<file path="src/rtl/div_iter.sv">
// div_iter: iterative restoring divider for the execute stage HI/LO path.
//
// A DIV (signed) or DIVU (unsigned) request is accepted while idle. The unit
// then produces one quotient bit per cycle for WIDTH cycles. One more cycle
// applies the signs and registers {remainder, quotient}.
//
// Ports:
//   clk       clock
//   rst       asynchronous, active-high reset
//   div_op    2'b10 = DIV (signed), 2'b01 = DIVU (unsigned), others = none
//   dividend  rs operand
//   divisor   rt operand
//   result    {remainder, quotient}, registered (HI = remainder, LO = quotient)
//   done      1 = idle and result valid, 0 = division in progress
module div_iter #(
    parameter int WIDTH = 32
) (
    input  logic               clk,
    input  logic               rst,
    input  logic [1:0]         div_op,
    input  logic [WIDTH-1:0]   dividend,
    input  logic [WIDTH-1:0]   divisor,
    output logic [2*WIDTH-1:0] result,
    output logic               done
);

    localparam int CW = $clog2(WIDTH);

    typedef enum logic [1:0] {IDLE, ITER, FIX} state_t;

    state_t state, state_nxt;

    logic             armed;
    logic [CW-1:0]    cnt;
    logic             signed_op;
    logic             a_msb, b_msb;   // operand sign bits captured at accept
    logic             div_zero;
    logic [WIDTH-1:0] dvd_orig;       // kept for the divide-by-zero result
    logic [WIDTH-1:0] dvs_mag;
    logic [WIDTH-1:0] rem;
    logic [WIDTH-1:0] quo;            // starts as |dividend|, shifts out into rem

    logic             op_valid;
    logic             accept;
    logic             a_neg, b_neg;
    logic [WIDTH:0]   rem_sh;
    logic [WIDTH:0]   trial;
    logic             q_neg, r_neg;
    logic [WIDTH-1:0] quo_fix, rem_fix;

    assign op_valid = (div_op == 2'b10) || (div_op == 2'b01);
    assign accept   = (state == IDLE) && op_valid && armed;

    // Only a signed op takes magnitudes of negative operands.
    assign a_neg = div_op[1] & dividend[WIDTH-1];
    assign b_neg = div_op[1] & divisor[WIDTH-1];

    // Restoring step. rem < divisor always holds, so the shifted remainder
    // minus the divisor lies strictly within +/-2^WIDTH and WIDTH+1 bits
    // suffice; the top bit is the borrow/sign.
    assign rem_sh = {rem, quo[WIDTH-1]};
    assign trial  = rem_sh - {1'b0, dvs_mag};

    assign q_neg   = signed_op & (a_msb ^ b_msb);
    assign r_neg   = signed_op & a_msb;
    assign quo_fix = q_neg ? (~quo + 1'b1) : quo;
    assign rem_fix = r_neg ? (~rem + 1'b1) : rem;

    // State register
    always_ff @(posedge clk or posedge rst) begin
        if (rst) state <= IDLE;
        else     state <= state_nxt;
    end

    // Next-state logic
    always_comb begin
        state_nxt = state;
        case (state)
            IDLE:    if (accept) state_nxt = ITER;
            ITER:    if (cnt == CW'(WIDTH - 1)) state_nxt = FIX;
            FIX:     state_nxt = IDLE;
            default: state_nxt = IDLE;
        endcase
    end

    // Outputs: idle is exactly the "result valid" condition.
    always_comb begin
        done = (state == IDLE);
    end

    // Datapath
    always_ff @(posedge clk or posedge rst) begin
        if (rst) begin
            result    <= '0;
            armed     <= 1'b1;
            cnt       <= '0;
            signed_op <= 1'b0;
            a_msb     <= 1'b0;
            b_msb     <= 1'b0;
            div_zero  <= 1'b0;
            dvd_orig  <= '0;
            dvs_mag   <= '0;
            rem       <= '0;
            quo       <= '0;
        end else begin
            // A held request starts one division; a zero cycle re-arms.
            if (div_op == 2'b00) armed <= 1'b1;
            else if (accept)     armed <= 1'b0;

            case (state)
                IDLE: begin
                    if (accept) begin
                        signed_op <= div_op[1];
                        a_msb     <= dividend[WIDTH-1];
                        b_msb     <= divisor[WIDTH-1];
                        div_zero  <= (divisor == '0);
                        dvd_orig  <= dividend;
                        quo       <= a_neg ? (~dividend + 1'b1) : dividend;
                        dvs_mag   <= b_neg ? (~divisor + 1'b1) : divisor;
                        rem       <= '0;
                        cnt       <= '0;
                    end
                end
                ITER: begin
                    if (trial[WIDTH]) begin
                        rem <= rem_sh[WIDTH-1:0];
                        quo <= {quo[WIDTH-2:0], 1'b0};
                    end else begin
                        rem <= trial[WIDTH-1:0];
                        quo <= {quo[WIDTH-2:0], 1'b1};
                    end
                    cnt <= cnt + 1'b1;
                end
                FIX: begin
                    if (div_zero) result <= {dvd_orig, {WIDTH{1'b1}}};
                    else          result <= {rem_fix, quo_fix};
                end
                default: ;
            endcase
        end
    end

endmodule

</file>
<file path="config.mk">
export PLATFORM = sky130hd
export DESIGN_NAME = div_iter
export DESIGN_NICKNAME = d
export VERILOG_FILES = /design/src/rtl/div_iter.sv
export SDC_FILE = /design/constraint.sdc
export NUM_CORES = 1
export LEC_CHECK = 0
export ABC_AREA = 1
export CAP_MARGIN = 30
export CORE_UTILIZATION = 30
export DETAILED_ROUTE_END_ITERATION = 10
export PLACE_DENSITY_LB_ADDON = 0.15
export RECOVER_POWER = 50
export SLEW_MARGIN = 20
export SYNTH_ARGS = -nofsm -noshare
export SYNTH_HDL_FRONTEND = slang
export SYNTH_SLANG_ARGS = --single-unit
</file>
<file path="constraint.sdc">
create_clock -name clk -period 17.2 [get_ports clk]
set_input_delay 3.44 -clock clk [delete_from_list [all_inputs] [get_ports clk]]
set_output_delay 3.44 -clock clk [all_outputs]
set_load 0.005 [all_outputs]
</file>
-- Word-level counts from Yosys, hierarchy flattened
Index checks and enable logic that the tools add are counted.
- input port bits: 68
- output and inout port bits: 65
- word-level logic and storage cells: 63
- bits in registers: 204
- $add $sub $neg: 6
- reduce and logical (&&, ||, !) cells: 11
- equality and inequality tests: 7
- bitwise operators: 9
- muxes and demuxes: 18
- operators with widths (operator ; number):
    two-way mux 32 bit ; 7
    adder 32 x 1 -> 32 bit, second input constant ; 4
    NOT 32 bit ; 4
    one-hot mux 32 bit (2 select lines) ; 2
    two-way mux 64 bit ; 1
    subtractor 33 x 32 -> 33 bit ; 1
    logical NOT 32 bit ; 1
    one-hot mux 5 bit (2 select lines) ; 1
    AND reduction 2 bit ; 3
    adder 5 x 1 -> 5 bit, second input constant ; 1
    == test 5 bit, second input constant ; 1
    two-way mux 5 bit ; 1
    AND 1 bit ; 4
    == test 2 x 1 -> 1 bit, second input constant ; 2
    == test 2 bit, second input constant ; 2
    logical NOT 2 bit ; 2
    two-way mux 2 bit ; 2
    one-hot mux 2 bit (2 select lines) ; 1
    nonzero test 2 bit ; 2
    two-way mux 1 bit ; 3
    logical AND 1 bit ; 2
    inequality test 2 x 1 -> 1 bit, second input constant ; 1
    inequality test 2 bit, second input constant ; 1
    logical OR 1 bit ; 1
    bitwise XOR 1 bit ; 1

-- Longest topological paths before layout
- word-level depth: 6
- gate-level depth with buffers: 18
- depth with buffers taken out: 17

-- Worst setup path after synthesis
OpenSTA, ideal clock, no wires.
- kind: input port to flip-flop
- start point: input dividend[1]
- end point: register quo[24]
- data arrival time: 4698 ps
- slack: 12369 ps
- buffers on the path: 0
- required time: 17067 ps
- stages: 11
- setup time: 133 ps
- cell sequence: inv_1 -> ha_1 -> nand3_1 -> nor2_1 -> nand3_1 -> nor2_1 -> nand2_1 -> nand2_1 -> nand2_1 -> o21ai_0 -> nand4_1
- longest elaborated chain between the ends: 5
- ends and longest elaborated chain (element ; line ; text):
    start, declared ; 21 ; input logic [WIDTH-1:0] dividend,
    NOT 32 bit ; 118 ; quo <= a_neg ? (~dividend + 1'b1) : dividend;
    adder 32 x 1 -> 32 bit ; 118 ;
    two-way mux 32 bit ; 118 ;
    two-way mux 32 bit ; 112 ; if (accept) begin
    one-hot mux 32 bit (2 select lines) ; 110 ; case (state)
    end signal, assigned ; 118 ;
    end signal, assigned ; 127 ; quo <= {quo[WIDTH-2:0], 1'b0};
    end signal, assigned ; 130 ; quo <= {quo[WIDTH-2:0], 1'b1};
    end, declared ; 41 ; logic [WIDTH-1:0] quo;
Every way passes these cells. The select of a mux whose other input is x is not followed.
A chain may end at the register's enable or synchronous reset.

==> flow_summary.json <==
{
  "cts_tree": "built",
  "grt_pass1_vias": 14100,
  "cts_max_level": 1,
  "rows": 81,
  "vias_per_cell": 4.86,
  "synth.avg_cell_area_um2": 6.69,
  "wl_um": 53700,
  "grt_pass1_wl_um": 83100,
  "grt.total_usage_pct": 21.3,
  "initial_utilization_pct": 30.4,
  "fp.dieW_um": 224,
  "cts_setup_buffers": 0,
  "fin_skew_ns": 0.0335,
  "finalSetupViolations": 0,
  "synth_area_um2": 14800,
  "io-pin-count": 133,
  "use_met2_pct": 34.7,
  "ff2ff_setup_slack_ns": 10.85,
  "min_path_type": "register to register",
  "cp_max_fo": 63,
  "hold_slack_ns": 0.471,
  "clock_path_buffers": 3,
  "cts_root_buf": "clkbuf_16",
  "path_clk_slew_ns": 0.06,
  "async_reset_ff_share_pct": 100,
  "hold_buffers": 0,
  "die_area_um2": 50400,
  "dpl.hpwl_um": 42400,
  "drv_cap": 7,
  "grt_max_degree": 92,
  "max_freq_mhz": 114,
  "synth_cell_types": 48,
  "first_iter_violations": 1071,
  "netlist_top_cells_count": "638 x nand2_1, 323 x inv_1, 202 x dfrtp_1",
  "cts_sinks": 203,
  "synth_top_cell_by_area": "dfrtp_1",
  "synth.most_common_cell": "nand2_1",
  "yosysTopAreaCellShare_pct": 34.1,
  "finalHoldViolations": 0,
  "grtUsageMet1_pct": 30.1,
  "area_growth_pct": 19.4,
  "ys_seq_area_share_pct": 34.2,
  "rsz0062_at_grt": "false",
  "nets": 2425,
  "synthTopCellsByArea": "dfrtp_1 34%, nand2_1 16%, inv_1 8.2%",
  "worst_slew_pin_slew_ns": 3.16,
  "overflow": 0,
  "tns_ns": 0,
  "cp_slowest_stage_delay_ns": 1.68,
  "synth_seq_cells": 203,
  "syn-num-nets": 2326,
  "antenna_found_initial": 0,
  "drive_gt1_share_pct": 6.59,
  "fin_crit_sh_pct": 50.9,
  "die_h_um": 224,
  "irDropWorstVdd_mv": 0.107,
  "io_buffer_count": 132,
  "ys_warn_count": 0,
  "first_pass_iters": 6,
  "leakagePower_nw": 8.53,
  "p_per_area_nw_per_um2": 208,
  "worstSetupPathType": "primary input to asynchronous set/reset pin",
  "arrival_ns": 8.97,
  "fin_cells": 3001,
  "maxSlewHeadroom_pct": -111,
  "status": "finished, violations left",
  "cp.required_ns": 17.42,
  "gp_congestion": 0.915,
  "cts_resized": 0,
  "period_needed_ns": 8.75,
  "synthCells": 2218,
  "met3_usage_pct": 2.10,
  "wl_per_cell_um": 17.9,
  "crit_path_start_kind": "primary input",
  "critPathSlowestCell": "clkinvlp_2",
  "core_um2": 48800,
  "cp_cell_sequence": "dlygate4sd3_1 -> clkinvlp_2 -> clkbuf_1 -> clkbuf_1",
  "busiest_layer": "met2",
  "synth_edf_count": 0,
  "num_vias": 14600,
  "numPlacedInstances": 2951,
  "power_mw": 3.68,
  "ant_nets": 0,
  "drcViolationCount": 0,
  "ys.flop_type": "dfrtp_1",
  "diodes": 0,
  "path_common_cell": "clkbuf_1",
  "cts_buffers": 26,
  "end_kind": "asynchronous set/reset pin",
  "clk_latency_ns": 0.56,
  "timing_max_transition_violations_final": 347,
  "violations": "max-capacitance violations, max-slew violations"
}
path summary, 6_finish.rpt:
path | endpoint | startpoint | cells after the start
hold reg to reg | cnt[3]$_DFFE_PP0P_ | cnt[3]$_DFFE_PP0P_ | 1
setup / recovery | rem[19]$_DFFE_PP0P_ | rst | 4
max in group clk | cnt[1]$_DFFE_PP0P_ | div_op[1] | 8
min in group asynchronous | result[14]$_DFFE_PP0N_ | rst | 2
setup reg to reg | cnt[1]$_DFFE_PP0P_ | state[1]$_DFFE_PP0P_ | 7
hold / removal | cnt[3]$_DFFE_PP0P_ | cnt[3]$_DFFE_PP0P_ | 1
stage by stage:
step / worst slack, ns / util, % / instance area, µm²
2_1_floorplan: 8.22 / - / 14800
3_3_place_gp: 10.60 / 34.3 / 16700
3_5_place_dp: 10.48 / 34.3 / 16800
4_1_cts: 11.06 / 36.3 / 17700
5_1_grt: 7.28 / 36.3 / 17700
6_report: 8.45 / 36.3 / 17700
kinds of logic after synthesis:
family                     synth area share (%)
and+or+nand+nor                            35.7
buffers and inverters                      11.0
AOI/OAI and AO/OA                          11.7
DFF                                        34.2
xor gates and xnor gates                   3.95
adders and majority gates                  3.42
cell usage in the layout (no fill, tap or decap), drive strengths merged, types with 6 or more instances in the layout:
master           n
a21oi           99
a31oi           13
buf              8
clkbuf          48
clkdlybuf4s50  130
dfrtp          202
ha              39
inv            329
nand2          680
nand3          223
nand3b           8
nand4           36
nor2           206
nor3            28
o211ai          10
o21ai          116
o21bai          10
o221ai          10
o22ai           26
o31ai            6
xnor2           13
xor2            54
area by class of cell:
type / count / area, µm²
multi-input cells: 1606 / 8150
well taps: 664 / 831
fillers: 5378 / 31100
flip-flops and latches: 203 / 5080
inverters: 333 / 1250
repair buffers: 147 / 1430
clock buffers: 41 / 807
clock inverters: 7 / 174
where the power goes:
part	internal [mW]	total (mW)	leakage, nW	switching, mW
combinational	0.738	2.22	5.75	1.48
clock	0.395	0.615	0.476	0.220
sequential	0.659	0.849	2.30	0.190
total	1.79	3.68	8.53	1.89
flip-flops by register name, summed over array words and instances, names as in the netlist:
signal,cells
signed_op,1
rem,32
dvs_mag,32
dvd_orig,31
quo,32
b_msb,1
cnt,5
armed,1
div_zero,1
state,2
a_msb,1
result,64
worst max-delay path, delay by kind of cell:
family	cells	cell delay, ns
buffers and inverters	4	5.48
metal layers:
layer | share of wire, % | wire length (µm) | vias up
met5 | 0 | 0 | -
met4 | 2.3 | 1240 | 0
met3 | 4.0 | 2130 | 54
met2 | 46 | 24700 | 350
met1 | 48 | 25600 | 6847
li1 | - | - | 7338
Note: power is estimated with default switching activity, not from simulation.
